### config.mk
export PLATFORM = sky130hd
export DESIGN_NAME = alu_seq
export DESIGN_NICKNAME = d
export VERILOG_FILES = /design/src/rtl/alu_pkg.sv /design/src/rtl/seq_muldiv.sv /design/src/rtl/alu_seq.sv
export SDC_FILE = /design/constraint.sdc
export NUM_CORES = 1
export LEC_CHECK = 0
export ABC_AREA = 1
export CORE_MARGIN = 2
export CORE_UTILIZATION = 40
export DETAILED_ROUTE_END_ITERATION = 16
export PLACE_DENSITY = 0.61
export SKIP_CTS_REPAIR_TIMING = 1
export SLEW_MARGIN = 0
export SYNTH_ARGS = -nofsm -noshare
export SYNTH_HDL_FRONTEND = slang
export SYNTH_HIERARCHICAL = 1
export SYNTH_SLANG_ARGS = --single-unit
### constraint.sdc
create_clock -name clk -period 3.43 [get_ports clk]
set_clock_uncertainty 0.15 [all_clocks]
set_input_delay 0.343 -clock clk [delete_from_list [all_inputs] [get_ports clk]]
set_output_delay 0.343 -clock clk [all_outputs]
set_load 0.02 [all_outputs]
### src/rtl/alu_pkg.sv
// Shared definitions for the sequential ALU: operation codes and FSM states.
package alu_pkg;

    localparam logic [3:0] OP_ADDU  = 4'b0000;
    localparam logic [3:0] OP_SUBU  = 4'b0001;
    localparam logic [3:0] OP_OR    = 4'b0010;
    localparam logic [3:0] OP_ADD   = 4'b0011;
    localparam logic [3:0] OP_SLT   = 4'b0100;
    localparam logic [3:0] OP_LUI   = 4'b0101;
    localparam logic [3:0] OP_AND   = 4'b0110;
    localparam logic [3:0] OP_XOR   = 4'b0111;
    localparam logic [3:0] OP_MULTU = 4'b1000;
    localparam logic [3:0] OP_DIVU  = 4'b1001;

    typedef enum logic [1:0] {
        ST_IDLE = 2'b00,
        ST_MUL  = 2'b01,
        ST_DIV  = 2'b10
    } state_e;

endpackage

### src/rtl/seq_muldiv.sv
// Iterative datapath: shift-add multiply and restoring divide, one bit per step.
// Operands are captured on load; each step produces the next {hi,lo} pair,
// which is exposed combinationally so the parent can register the final step.
module seq_muldiv
    import alu_pkg::*;
#(
    parameter int WIDTH = 32
) (
    input  logic             clk,
    input  logic             reset,
    input  logic             load_i,
    input  logic             div_i,
    input  logic             step_i,
    input  logic [WIDTH-1:0] a_i,
    input  logic [WIDTH-1:0] b_i,
    output logic [WIDTH-1:0] hi_nxt_o,
    output logic [WIDTH-1:0] lo_nxt_o,
    output logic             last_o
);

    localparam int CW = $clog2(WIDTH) + 1;

    // acc_q: partial product high half / partial remainder
    // ql_q : multiplier being shifted out / dividend shifting into quotient
    logic [WIDTH-1:0] acc_q;
    logic [WIDTH-1:0] ql_q;
    logic [WIDTH-1:0] opnd_q;
    logic             div_q;
    logic [CW-1:0]    cnt_q;

    logic [WIDTH:0]   mul_sum_s;
    logic [WIDTH:0]   div_shift_s;
    logic [WIDTH:0]   div_diff_s;

    // One iteration of the selected algorithm computed from the current state.
    always_comb begin
        mul_sum_s   = {1'b0, acc_q} + (ql_q[0] ? {1'b0, opnd_q} : {(WIDTH+1){1'b0}});
        div_shift_s = {acc_q, ql_q[WIDTH-1]};
        div_diff_s  = div_shift_s - {1'b0, opnd_q};
        hi_nxt_o    = acc_q;
        lo_nxt_o    = ql_q;
        if (div_q) begin
            // Bit WIDTH of the difference set means the trial subtraction borrowed.
            if (!div_diff_s[WIDTH]) begin
                hi_nxt_o = div_diff_s[WIDTH-1:0];
                lo_nxt_o = {ql_q[WIDTH-2:0], 1'b1};
            end else begin
                hi_nxt_o = div_shift_s[WIDTH-1:0];
                lo_nxt_o = {ql_q[WIDTH-2:0], 1'b0};
            end
        end else begin
            hi_nxt_o = mul_sum_s[WIDTH:1];
            lo_nxt_o = {mul_sum_s[0], ql_q[WIDTH-1:1]};
        end
    end

    assign last_o = (cnt_q == CW'(WIDTH - 1));

    // Operand capture on load, then one iteration per step with counter advance.
    always_ff @(posedge clk) begin
        if (reset) begin
            acc_q  <= {WIDTH{1'b0}};
            ql_q   <= {WIDTH{1'b0}};
            opnd_q <= {WIDTH{1'b0}};
            div_q  <= 1'b0;
            cnt_q  <= {CW{1'b0}};
        end else if (load_i) begin
            acc_q  <= {WIDTH{1'b0}};
            ql_q   <= div_i ? a_i : b_i;
            opnd_q <= div_i ? b_i : a_i;
            div_q  <= div_i;
            cnt_q  <= {CW{1'b0}};
        end else if (step_i) begin
            acc_q  <= hi_nxt_o;
            ql_q   <= lo_nxt_o;
            cnt_q  <= cnt_q + CW'(1);
        end
    end

endmodule

### src/rtl/alu_seq.sv
// Sequential ALU: single-cycle logic/arithmetic ops plus iterative multu/divu.
// Results are registered and announced by a one-cycle done pulse.
module alu_seq
    import alu_pkg::*;
#(
    parameter int WIDTH = 32
) (
    input  logic             clk,
    input  logic             reset,
    input  logic             start,
    input  logic [3:0]       op,
    input  logic [WIDTH-1:0] a,
    input  logic [WIDTH-1:0] b,
    output logic [WIDTH-1:0] lo,
    output logic [WIDTH-1:0] hi,
    output logic             zero,
    output logic             overflow,
    output logic             busy,
    output logic             done
);

    state_e           state_q, state_d;
    logic [WIDTH-1:0] lo_q, lo_d;
    logic [WIDTH-1:0] hi_q, hi_d;
    logic             zero_q, zero_d;
    logic             ovf_q, ovf_d;
    logic             done_q, done_d;

    logic             load_s, div_s, step_s, last_s;
    logic [WIDTH-1:0] hi_nxt_s, lo_nxt_s;
    logic [WIDTH-1:0] sum_s;
    logic [WIDTH:0]   slt_diff_s;
    logic             add_ovf_s;

    seq_muldiv #(.WIDTH(WIDTH)) u_muldiv (
        .clk      (clk),
        .reset    (reset),
        .load_i   (load_s),
        .div_i    (div_s),
        .step_i   (step_s),
        .a_i      (a),
        .b_i      (b),
        .hi_nxt_o (hi_nxt_s),
        .lo_nxt_o (lo_nxt_s),
        .last_o   (last_s)
    );

    // Next state, single-cycle results and iterative-op completion.
    always_comb begin
        state_d    = state_q;
        lo_d       = lo_q;
        hi_d       = hi_q;
        ovf_d      = ovf_q;
        done_d     = 1'b0;
        load_s     = 1'b0;
        div_s      = 1'b0;
        step_s     = 1'b0;
        sum_s      = a + b;
        // Sign-extended difference cannot wrap, so bit WIDTH is the true sign.
        slt_diff_s = {a[WIDTH-1], a} - {b[WIDTH-1], b};
        add_ovf_s  = (a[WIDTH-1] == b[WIDTH-1]) && (sum_s[WIDTH-1] != a[WIDTH-1]);
        case (state_q)
            ST_IDLE: begin
                if (start) begin
                    done_d = 1'b1;
                    hi_d   = {WIDTH{1'b0}};
                    ovf_d  = 1'b0;
                    case (op)
                        OP_ADDU: lo_d = sum_s;
                        OP_SUBU: lo_d = a - b;
                        OP_OR:   lo_d = a | b;
                        OP_ADD: begin
                            lo_d  = add_ovf_s ? {WIDTH{1'b0}} : sum_s;
                            ovf_d = add_ovf_s;
                        end
                        OP_SLT:  lo_d = {{(WIDTH-1){1'b0}}, slt_diff_s[WIDTH]};
                        OP_LUI:  lo_d = b;
                        OP_AND:  lo_d = a & b;
                        OP_XOR:  lo_d = a ^ b;
                        OP_MULTU: begin
                            done_d  = 1'b0;
                            lo_d    = lo_q;
                            hi_d    = hi_q;
                            ovf_d   = ovf_q;
                            load_s  = 1'b1;
                            state_d = ST_MUL;
                        end
                        OP_DIVU: begin
                            if (b == {WIDTH{1'b0}}) begin
                                // Divide by zero resolves immediately and flags overflow.
                                lo_d  = {WIDTH{1'b1}};
                                hi_d  = a;
                                ovf_d = 1'b1;
                            end else begin
                                done_d  = 1'b0;
                                lo_d    = lo_q;
                                hi_d    = hi_q;
                                ovf_d   = ovf_q;
                                load_s  = 1'b1;
                                div_s   = 1'b1;
                                state_d = ST_DIV;
                            end
                        end
                        default: lo_d = {WIDTH{1'b0}};
                    endcase
                end else begin
                    state_d = ST_IDLE;
                end
            end
            ST_MUL, ST_DIV: begin
                step_s = 1'b1;
                if (last_s) begin
                    lo_d    = lo_nxt_s;
                    hi_d    = hi_nxt_s;
                    ovf_d   = 1'b0;
                    done_d  = 1'b1;
                    state_d = ST_IDLE;
                end else begin
                    state_d = state_q;
                end
            end
            default: state_d = ST_IDLE;
        endcase
        zero_d = (lo_d == {WIDTH{1'b0}});
    end

    // State and output registers; reset aborts any running op.
    always_ff @(posedge clk) begin
        if (reset) begin
            state_q <= ST_IDLE;
            lo_q    <= {WIDTH{1'b0}};
            hi_q    <= {WIDTH{1'b0}};
            zero_q  <= 1'b1;
            ovf_q   <= 1'b0;
            done_q  <= 1'b0;
        end else begin
            state_q <= state_d;
            lo_q    <= lo_d;
            hi_q    <= hi_d;
            zero_q  <= zero_d;
            ovf_q   <= ovf_d;
            done_q  <= done_d;
        end
    end

    assign lo       = lo_q;
    assign hi       = hi_q;
    assign zero     = zero_q;
    assign overflow = ovf_q;
    assign done     = done_q;
    assign busy     = (state_q != ST_IDLE);

endmodule
Word level (Yosys, flattened, before mapping)
Index checks and enable logic that the tools add are counted.
Widths: inputs -> output; s select.

operators by class
  add/sub/neg operators = 6
  multiply operators = 0
  divide/modulo/power cells = 0
  $lt $le $gt $ge = 0
  equality and inequality tests = 20
  shift operators = 0
  multiplexer cells = 43
  bitwise gates (word level) = 3
  reductions and logical operators = 12

operator list
  operator             count
  $mux 32              15
  $pmux 32 s10         1
  $pmux 32 s2          3
  $logic_not 32->1     2
  $add 32x33->33       1
  $sub 32x32->33       1
  $sub 33x32->33       1
  $add 32x32->32       1
  $and 32x32->32       1
  $or 32x32->32        1
  $sub 32x32->32       1
  $xor 32x32->32       1
  $eq 4x3->1 const B   4
  $mux 1               14
  $eq 4x2->1 const B   2
  $eq 4x4->1 const B   2
  $pmux 1 s2           4
  $pmux 2 s2           2
  $add 6x1->6 const B  1
  $eq 6x5->1 const B   1
  $mux 2               3
  $ne 2x2->1 const B   3
  $reduce_bool 2->1    3
  $reduce_and 5->1     1
  14 further kinds     15

word-level totals
  register bits = 172
  bits in latches = 0
  bits in writable memories = 0
  ROM bits = 0
  input bits = 71
  memories = 0

Longest topological paths before layout
Gate-level depths: netlist of the first run.

  depth in word-level cells = 8
  mapped depth = 27

Modules after synthesis
The synthesis of the first run kept the hierarchy.

modules (own cells, without submodules)
  module      instances  cells an instance  area each (um^2)  sequential area each (um^2)
  seq_muldiv  1          1943               10889.2           2062.0
  alu_seq     1          1780               10234.8           1381.3

Worst setup path before layout of the first run
No wires, ideal clock.

  path type = register -> register
  start point = reg u_muldiv.ql_q[31]
  end point = reg zero_q, in the netlist zero
  library setup time = 0.060 ns
  data arrival time = 2.584 ns
  required time = 3.220 ns
  setup slack = 0.636 ns
  cell stages (with the launch flop) = 25
  clock period less this slack = 2.794 ns
  cell sequence = dfxtp_1 inv_1 ha_1 fa_1 inv_1 nand2_1 nand2_1 nand3_1 nand2_2 nand2_2 nand2_2 nand2_2 nand3_2 nand2_4 nand2_4 o21ai_2 a221oi_1 nand2_1 nand2_1 nand2_1 nor2_1 nand2_1 nor2_1 nand2_1 nand2_1

between the ends
  cells in the longest elaborated chain, start to end = 6

ends and longest elaborated chain
  element                 RTL line          source
  start, declared         seq_muldiv.sv:26  logic [WIDTH-1:0] ql_q;
  start signal, assigned  seq_muldiv.sv:63  ql_q <= {WIDTH{1'b0}};
  start signal, assigned  seq_muldiv.sv:69  ql_q <= div_i ? a_i : b_i;
  start signal, assigned  seq_muldiv.sv:75  ql_q <= lo_nxt_o;
  $sub 33x32->33          seq_muldiv.sv:39  div_diff_s = div_shift_s - {1'b0, opnd_q};
  $mux 1                  seq_muldiv.sv:44  if (!div_diff_s[WIDTH]) begin
  $mux 32                 seq_muldiv.sv:42  if (div_q) begin
  net lo_nxt_s[0]         alu_seq.sv:30     logic [WIDTH-1:0] hi_nxt_s, lo_nxt_s;
  $mux 32                 alu_seq.sv:112    if (last_s) begin
  $pmux 32 s2             alu_seq.sv:62     case (state_q)
  $logic_not 32->1        alu_seq.sv:124    zero_d = (lo_d == {WIDTH{1'b0}});
  end signal, assigned    alu_seq.sv:140    zero_q <= zero_d;
  end, declared           alu_seq.sv:25     logic zero_q, zero_d;

The timed path passes the listed nets, and every way through them passes these cells.
A chain may end at the register's enable or synchronous reset.

Worst setup path in the final report of the first run
  start point = in b[2]
  end point = reg zero_q, in the netlist zero

between the ends
  cells in the longest elaborated chain, start to end = 8
  elaborated cells on any way between the ends = 15
  those cells by class = 3 x add/sub; 1 x eq/ne; 5 x mux; 3 x bitwise; 3 x reduce/logical

ends and longest elaborated chain
  element               RTL line        source
  start, declared       alu_seq.sv:13   input logic [WIDTH-1:0] b,
  $add 32x32->32        alu_seq.sv:58   sum_s = a + b;
  $ne 1x1->1            alu_seq.sv:61   add_ovf_s = (a[WIDTH-1] == b[WIDTH-1]) && (sum_s[WIDTH-1] != a[WIDTH-1]);
  $logic_and 1x1->1     alu_seq.sv:61
  $mux 32               alu_seq.sv:73   lo_d = add_ovf_s ? {WIDTH{1'b0}} : sum_s;
  $pmux 32 s10 (*)      alu_seq.sv:68   case (op)
  $mux 32 (*)           alu_seq.sv:64   if (start) begin
  $pmux 32 s2 (*)       alu_seq.sv:62
  $logic_not 32->1 (*)  alu_seq.sv:124

Every way passes the cells marked *; elsewhere a longest branch is shown, timed or not.

==> results.txt, run 1 <==
----------------------------------------------------
[Synthesis]
  Seq/Total Area, Yosys ... between 10% and 20%
  Area share of the largest cell type after synthesis ... 20.86%
  Top_reg_cell synth ... dfxtp_1
  Number of flops mapped to enable cells by yosys ... 0
  Syn Nets ... 3,961
  Commonest cells post-synth ... 1,174 x nand2_1, 575 x inv_1, 297 x nor2_1, 248 x a21oi_1, 241 x nand3_1
  Mapped Avg Cell Area ... 5.674 um^2
  Largest area contributor in the synthesized netlist ... nand2_1
  Most repeated cell in the gate-level netlist after synthesis ... nand2_1
  Synth warnings ... 6
  Synth async-reset ratio ... 0%
  Cell variety after synth ... 56
  Main area contributors after synthesis ... nand2_1 21%, dfxtp_1 16%, inv_1 10%, ha_1 9.7%, a21oi_1 5.9%
  Post-synthesis instance area ... between 0.02 and 0.025 mm^2
  Post-synthesis cell count ... 3,723
  FF+latch count, synth ... about 170

[Floorplan]
  Starting utilization of the core area ... 40.36%
  FP Rows ... between 80 and 90
  I/O pin total ... 139
  Floorplan Core Area ... 0.05234 mm^2
  Die Area ... 0.05466 mm^2
  Height of the chip ... 233.8 um
  Horiz. Die Dim ... 233.8 um

[Layout]
  Final core utilization ... 52.68%
  Ratio of cells with drive above 1 in the final layout ... 17.09%
  Sequential Area ... 0.003447 mm^2
  Final layout net count ... 4,478
  Number of standard cells in the layout, taps in and fillers out ... 4,942
  Combined area of the multi-input logic cells ... 0.01497 mm^2
  Syn-to-layout area delta ... 30.53%
  Filler Cells Inserted ... 5,685

[Clock tree]
  CTS HTree Levels ... 4
  Total clock buffers created by CTS ... 17
  TritonCTS clock tree ... built
  Clock sinks ... 172
  Clock transition at the register clock pins on the worst setup and hold paths after CTS ... ~0.070 ns
  Source-to-sink clock delay at the later pin of the worst-skew pair ... 0.46 ns
  Root Buffer ... clkbuf_16
  Clk buf depth ... 2

[Timing]
  Sum Neg Setup Slack ... 0 ns
  Hold Fails Final Rpt ... 0
  Normalized max-slew margin ... 41.34%
  Achievable Freq ... 0.3030 GHz
  Max Transition Viols Final ... 0
  Slew of the pin with the lowest slew margin ... 0.8799 ns
  Final-report setup violation count ... 0
  Clock period minus final worst setup slack ... around 3.3 ns
  Worst hold slack ... roughly 0.19 ns
  Ratio of final minimum period to clock period ... 96.24%

[Pwr]
  Largest voltage drop on the vdd net ... 0.5703 mV
  Pwr Total ... 0.01817 W
  Switching power ... 0.009747 W
  Cell Pwr Density ... ~660 mW/mm^2
  Relative contribution of the clock network to total power ... 11.8%
  Internal power summed over all cells ... 0.008421 W
  Part of the total power dissipated in sequential elements ... 17.2%
  Static leakage power ... 14.64 nW
  Sw Share ... 53.65%
  Logic gate share of total power ... around 71%

[Global routing]
  Number of global-route vias before repair ... 24,920
  Overflow left after global routing ... 0
  Global-route wire length before repair ... between 150,000 and 200,000 um
  Pin count of the biggest net entering global routing ... 68
  Total global routing track utilization ... a little under two fifths
  Number of antenna violations at the first check in global routing ... 0

[Critical path]
  Cell-by-cell listing of the critical path ... clkdlybuf4s50_1 > inv_1 > ha_4 > or2_4 > o21ai_4 > nand2_1 > nand2_1 > nand2_1 > nand2_1 > nand4_1 > nand2_1 > nand2_1 > nand3_1 > nand3_1 > nand2_1 > nand2_1 > nand2_1 > nand2_1 > nor2_1 > nand2_1 > nor2_1 > nand2_1 > nand2_1
  Cell at the slowest stage of the critical path ... clkdlybuf4s50_1
  CP Data Arrival Time ... 3.55 ns
  Dominant cell type by count on the critical path ... nand2_1
  Critical-path maximum fanout ... 3
  Data required, critical path ... ~3.7 ns
  Largest stage delay on the critical path ... 0.50 ns
  Category of the worst setup path launch point ... input port
  Critical Path End Type ... flip-flop
  Critical setup path kind ... in2reg

[Placement]
  Port Buffer Count ... 138
  Number of placed instances with taps included ... about 5,000
  Weighted congestion reported at the end of routability-driven placement ... 1.027
  HPWL after detailed placement ... roughly 85,000 um

[Detailed routing]
  Violation count after the first detailed-routing iteration ... 2,452
  DRC violations left ... 0
  Vias per cell ... 5.340
  Total number of vias ... between 20,000 and 30,000
  Antenna-violating nets left ... 0
  Average wire per standard cell ... 20.88 um
  Drt total wl ... 103,200 um
  Drt first pass iters ... 5

[Worst hold path]
  Classification of the worst-slack hold path ... in2reg

[Outcome]
  Status ... finished, final reports clean

[Run]
  Number of violations of the max-capacitance limit ... 0

----------------------------------------------------
[metrics by stage]
stage	cell area [um^2]	setup slack (ns)
2_1_floorplan	21120	0.6360
3_3_place_gp	26550	-0.6523
3_5_place_dp	26550	-0.6381
4_1_cts	27170	-0.1765
5_1_grt	27570	-0.002375
6_report	27570	0.1291
[power groups by stage]
stage	registers (W)	logic [W]	clock network, W
3_5_place_dp	0.00313	0.0126	0
3_3_place_gp	0.00315	0.0126	0
5_1_grt	0.00317	0.0142	0.00223
6_report	0.00312	0.0129	0.00214
2_1_floorplan	0.00320	0.00826	0
4_1_cts	0.00310	0.0127	0.00216
[state kept, by name, indices dropped and copies added, names as in the netlist, 2 cells and up]
signal and flops:
u_muldiv/opnd_q 32, state_q 2, u_muldiv/cnt_q 6, u_muldiv/ql_q 32, lo 32, u_muldiv/acc_q 32, hi 32
[cell type report]
type	count	share of cell area [%]
clock buffers	23	1.770
clock inverters	9	0.4855
diodes	1	0.009076
flip-flops and latches	172	12.50
repair buffers	651	19.72
inverters	596	8.114
multi-input cells	2802	54.28
well taps	688	3.122
[final timing paths]
kind                                   startpoint  slack [ns]  cells past startpoint                end
worst min-delay path                        reset        0.19                      3               zero
worst min register to register  u_muldiv/cnt_q[1]        0.34                      2  u_muldiv/cnt_q[1]
worst max-delay path                         b[2]        0.13                     23               zero
worst max register to register   u_muldiv/ql_q[0]        0.23                     18             hi[29]
[kinds of logic after synthesis]
kind of cell	count (synthesis)	share of synthesized area (%)
buffers and inverters	749	14.69
DFF	172	16.30
and+or+nand+nor	1895	38.00
adders and majority gates	167	10.03
AOI/OAI and AO/OA	692	18.98
xor gates and xnor gates	48	1.990
[per-layer routing]
layer | wire [um] | global-route usage [%] | share of wire [%] | vias up
li1 | - | - | - | 13010
met1 | 41470 | 45.02 | 40 | 12080
met2 | 47970 | 63.12 | 46 | 1049
met3 | 6545 | 4.317 | 6.3 | 257
met4 | 7211 | 23.12 | 7.0 | 0
met5 | 0 | 0 | 0 | -
[placed cells by master, fill, tap and decap left out, types with 11 or more instances in the layout]
master,netlist,routed
nand2_1,1174,1164
inv_1,575,571
buf_4,6,497
nor2_1,297,279
a21oi_1,248,240
nand3_1,241,238
o21ai_0,217,204
dfxtp_1,172,171
ha_1,163,144
clkdlybuf4s50_1,0,133
o22ai_1,43,43
nand4_1,40,40
o211ai_1,36,36
xor2_1,34,34
a31oi_1,33,33
nand2_2,22,32
nand3_2,24,27
a221oi_1,26,25
nor3_1,29,25
o21ai_1,10,20
nor2_2,6,19
inv_2,12,18
o21bai_1,18,17
clkbuf_16,0,17
buf_12,0,16
xnor2_1,14,14
a21oi_2,6,13
or2_2,12,12
nand2_4,12,11
ha_4,0,11
[worst max-delay path, delay by kind of cell]
kind	cells	cell delay, ns
AO/OA/AOI/OAI	1	0.20
adder cells (fa/ha/maj)	1	0.24
buffers and inverters	2	0.59
AND/OR/NAND/NOR	19	2.17
No activity file was read; power rests on OpenSTA's default activity.
==> run 2: changes to the inputs <==
--- a/config.mk
+++ b/config.mk
@@ -5,13 +5,12 @@
 export SDC_FILE = /design/constraint.sdc
 export NUM_CORES = 1
 export LEC_CHECK = 0
-export ABC_AREA = 1
+export ABC_AREA = 0
 export CORE_MARGIN = 2
 export CORE_UTILIZATION = 40
 export DETAILED_ROUTE_END_ITERATION = 16
 export PLACE_DENSITY = 0.61
 export SKIP_CTS_REPAIR_TIMING = 1
-export SLEW_MARGIN = 0
 export SYNTH_ARGS = -nofsm -noshare
 export SYNTH_HDL_FRONTEND = slang
 export SYNTH_HIERARCHICAL = 1
==> results.txt, run 2 <==
----------------------------------------------------
[Timing]
  Final-report setup violation count ... 67 (was 0)
  Slew of the pin with the lowest slew margin ... 0.9552 ns (was 0.8799 ns)
  Ratio of final minimum period to clock period ... 125.0% (was 96.24%)
  Sum Neg Setup Slack ... -17.13 ns (was 0 ns)
  Clock period minus final worst setup slack ... 4.287 ns (was 3.301 ns)
  Max Transition Viols Final ... 0 (unchanged)
  Hold Fails Final Rpt ... 0 (unchanged)
  Normalized max-slew margin ... 35.97% (was 41.34%)
  Achievable Freq ... 0.2333 GHz (was 0.3030 GHz)
  Worst Setup Slack, final ... -0.8565 ns (was 0.1291 ns)
  Unrepaired setup endpoints after global routing ... yes

[Pwr]
  Sw Share ... 39.91% (was 53.65%)
  Internal power summed over all cells ... 0.005520 W (was 0.008421 W)
  Static leakage power ... 13.20 nW (was 14.64 nW)
  Largest voltage drop on the vdd net ... 0.3674 mV (was 0.5703 mV)
  Logic gate share of total power ... 53.5% (was 71.0%)
  Relative contribution of the clock network to total power ... 22.8% (was 11.8%)
  Switching power ... 0.003667 W (was 0.009747 W)
  Part of the total power dissipated in sequential elements ... 23.6% (was 17.2%)
  Cell Pwr Density ... 308.1 mW/mm^2 (was 658.9 mW/mm^2)
  Pwr Total ... 0.009187 W (was 0.01817 W)

[Detailed routing]
  M1 WL ... 40,050 um (was 41,470 um)
  Total number of vias ... 24,150 (was 26,390)
  Average wire per standard cell ... 23.86 um (was 20.88 um)
  Drt total wl ... 96,390 um (was 103,200 um)
  Vias per cell ... 5.977 (was 5.340)
  DR WL met2 ... 44,350 um (was 47,970 um)
  Highest metal used ... met4 (unchanged)
  Violation count after the first detailed-routing iteration ... 3,082 (was 2,452)
  Sum of met3 wire segment lengths after detailed routing ... 7346 um (was 6545 um)
  Drt first pass iters ... 8 (was 5)
  Antenna-violating nets left ... 0 (unchanged)
  DRC violations left ... 0 (unchanged)

[Outcome]
  Violations in the final reports ... setup timing
  Status ... complete, but fails checks (was finished, final reports clean)

[Clock tree]
  Clk buf depth ... 2 (unchanged)
  Root Buffer ... clkbuf_16 (unchanged)
  Total clock buffers created by CTS ... 17 (unchanged)
  Source-to-sink clock delay at the later pin of the worst-skew pair ... 0.50 ns (was 0.46 ns)
  TritonCTS clock tree ... built (unchanged)
  Clock sinks ... 172 (unchanged)
  CTS HTree Levels ... 4 (unchanged)
  Clock transition at the register clock pins on the worst setup and hold paths after CTS ... 0.09 ns (was 0.07 ns)

[Synthesis]
  FF+latch count, synth ... 172 (unchanged)
  Syn Nets ... 2,814 (was 3,961)
  Top_reg_cell synth ... dfxtp_1 (unchanged)
  Synth warnings ... 6 (unchanged)
  Number of flops mapped to enable cells by yosys ... 0 (unchanged)
  Largest area contributor in the synthesized netlist ... dfxtp_1 (was nand2_1)
  Cell variety after synth ... 87 (was 56)
  Most repeated cell in the gate-level netlist after synthesis ... nor2_1 (was nand2_1)
  Seq/Total Area, Yosys ... 18.49% (was 16.30%)
  Commonest cells post-synth ... 316 x nor2_1, 246 x a21oi_1, 215 x nand2_1, 172 x dfxtp_1, 163 x ha_1 (was 1,174 x nand2_1, 575 x inv_1, 297 x nor2_1, 248 x a21oi_1, 241 x nand3_1)
  Synth async-reset ratio ... 0% (unchanged)
  Post-synthesis cell count ... 2,576 (was 3,723)
  Main area contributors after synthesis ... dfxtp_1 18%, ha_1 11%, a21oi_1 6.6%, nor2_1 6.4%, nand2_1 4.3% (was nand2_1 21%, dfxtp_1 16%, inv_1 10%, ha_1 9.7%, a21oi_1 5.9%)
  Area share of the largest cell type after synthesis ... 18.49% (was 20.86%)
  Mapped Avg Cell Area ... 7.230 um^2 (was 5.674 um^2)
  Post-synthesis instance area ... 0.01863 mm^2 (was 0.02112 mm^2)

[Layout]
  Commonest cells after routing, fill and taps aside ... 770 x buf_4, 296 x nor2_1, 213 x a21oi_1 (was 1,164 x nand2_1, 571 x inv_1, 497 x buf_4)
  Final core utilization ... 64.46% (was 52.68%)
  Combined area of the multi-input logic cells ... 0.01599 mm^2 (was 0.01497 mm^2)
  Sequential Area ... 0.003456 mm^2 (was 0.003447 mm^2)
  # diodes ... 0 (was 1)
  Ratio of cells with drive above 1 in the final layout ... 39.32% (was 17.09%)
  Final layout net count ... 3,658 (was 4,478)
  Filler Cells Inserted ... 3,990 (was 5,685)
  Most common library cell in the layout ignoring fill and taps ... buf_4 (was nand2_1)
  Area of all placed cells without fillers ... 0.02982 mm^2 (was 0.02757 mm^2)
  Syn-to-layout area delta ... 60.11% (was 30.53%)

[Global routing]
  Number of global-route vias before repair ... 22,600 (was 24,920)
  Overflow left after global routing ... 0 (unchanged)
  Pin count of the biggest net entering global routing ... 117 (was 68)
  Number of antenna violations at the first check in global routing ... 1 (was 0)
  Total global routing track utilization ... 37.66% (was 37.26%)
  Global-route wire length before repair ... 136,400 um (was 150,900 um)

[Critical path]
  Cell at the slowest stage of the critical path ... or4_4 (was clkdlybuf4s50_1)
  Length in cells of the worst reg-to-reg path ... 17 (was 18)
  Worst path top cell family by delay ... simple AND/OR/NAND/NOR gates (unchanged)
  Critical-path maximum fanout ... 5 (was 3)
  Dominant cell type by count on the critical path ... or4_4 (was nand2_1)
  Critical Path End Type ... flip-flop (unchanged)
  Category of the worst setup path launch point ... flip-flop (was input port)
  Origin of the critical flop-to-flop path ... u_muldiv/cnt_q[1] (was u_muldiv/ql_q[0])
  CP Data Arrival Time ... 4.57 ns (was 3.55 ns)
  Endpoint of the worst register-to-register path ... zero (was hi[29])
  Largest stage delay on the critical path ... 0.55 ns (was 0.50 ns)
  Data required, critical path ... 3.71 ns (was 3.68 ns)
  Capture point of the worst path ... zero (unchanged)
  Cell-by-cell listing of the critical path ... ha_4 > nand2_4 > nor3_4 > nor2b_2 > or3_1 > nand2b_4 > buf_8 > buf_6 > buf_12 > a221oi_1 > nand3_1 > a221o_1 > nand2_1 > nand4b_1 > or4_4 > or4_4 > o21bai_1 (was clkdlybuf4s50_1 > inv_1 > ha_4 > or2_4 > o21ai_4 > nand2_1 > nand2_1 > nand2_1 > nand2_1 > nand4_1 > nand2_1 > nand2_1 > nand3_1 > nand3_1 > nand2_1 > nand2_1 > nand2_1 > nand2_1 > nor2_1 > nand2_1 > nor2_1 > nand2_1 > nand2_1)
  Setup slack of the worst register-to-register path ... -0.86 ns (was 0.23 ns)
  Stages on the worst setup path ... 17 (was 23)
  Critical path buffers and inverters ... 3 (was 2)
  Origin of the worst setup path ... u_muldiv/cnt_q[1] (was b[2])
  Critical setup path kind ... reg2reg (was in2reg)

[Floorplan]
  Horiz. Die Dim ... 219.8 um (was 233.8 um)
  Die Area ... 0.04831 mm^2 (was 0.05466 mm^2)
  Floorplan Core Area ... 0.04626 mm^2 (was 0.05234 mm^2)
  Starting utilization of the core area ... 40.26% (was 40.36%)
  I/O pin total ... 139 (unchanged)
  FP Rows ... 79 (was 84)
  Height of the chip ... 219.8 um (was 233.8 um)

[Placement]
  Cell area reported after detailed placement ... 0.02615 mm^2 (was 0.02655 mm^2)
  HPWL after detailed placement ... 74,480 um (was 85,290 um)
  Weighted congestion reported at the end of routability-driven placement ... 1.040 (was 1.027)
  Port Buffer Count ... 138 (unchanged)

[Worst hold path]
  Classification of the worst-slack hold path ... in2reg (unchanged)

[Run]
  Number of violations of the max-capacitance limit ... 0 (unchanged)

----------------------------------------------------
[run 2: cell types whose count changed in the layout (fill, tap and decap cells not counted), sizes merged, moves of 47 or more]
cell           before  now
a211oi             10   88
buf               514  868
clkdlybuf4s50     133   75
inv               590  150
mux2                0   71
mux2i               0   60
nand2            1208  215
nand3             266   46
o21ai             230  121
xnor2              14   61
[run 2: how the worst min path moves through the flow]
| stage | slack (ns) | start | cells after the start | endpoint |
|---|---|---|---|---|
| final | 0.08 | reset | 2 | hi[0] |
| after global routing | 0.09 | reset | 2 | hi[0] |
| after CTS | 0.07 | reset | 2 | u_muldiv/opnd_q[8] |
| after detailed placement | 0.34 | hi[14] | 2 | hi[14] |
| after global placement | 0.32 | u_muldiv/cnt_q[5] | 2 | u_muldiv/cnt_q[5] |
| after floorplan | 0.31 | state_q[1] | 2 | state_q[1] |
[run 2: cell type report]
cell class / instances / area share (%)
multi-input combinational: 2084 / 53.60
timing repair buffer: 998 / 28.38
sequential: 172 / 11.59
tap: 607 / 2.547
inverter: 147 / 1.934
clock buffer: 18 / 1.439
clock inverter: 14 / 0.5077
[run 2: logic make-up (layout without fill, tap and decap cells)]
logic type      after synthesis  after routing  synth area share (%)
buf+inv                     320           1177                 6.697
mux                         131            131                 7.537
compound gates              832            832                 30.12
xor+xnor                     92             92                 4.326
flops                       172            172                 18.49
fa+ha+maj                   167            167                 11.38
simple gates                862            862                 21.45
[run 2: layer usage]
metal,up-vias,global-route usage (%)
li1,11080,-
met2,1197,61.26
met5,-,0
met3,245,5.977
met1,11630,49.11
met4,0,16.38
[run 2: power groups by stage]
stage,Clock (W),Combinational [W],Sequential [W]
6_report,0.00210,0.00492,0.00217
2_1_floorplan,0,0.00182,0.00225
3_5_place_dp,0,0.00368,0.00221
4_1_cts,0.00212,0.00370,0.00217
5_1_grt,0.00219,0.00515,0.00218
3_3_place_gp,0,0.00366,0.00221
[run 2: through the flow]
step	std cells	worst slack, ns	hold WS, ns
after global routing	4040	-0.9591	0.08757
after detailed placement	3919	-1.882	0.3413
after CTS	3951	-1.373	0.07445
after floorplan	2576	-0.6355	0.3085
after global placement	3919	-1.955	0.3180
final	4040	-0.8565	0.08411
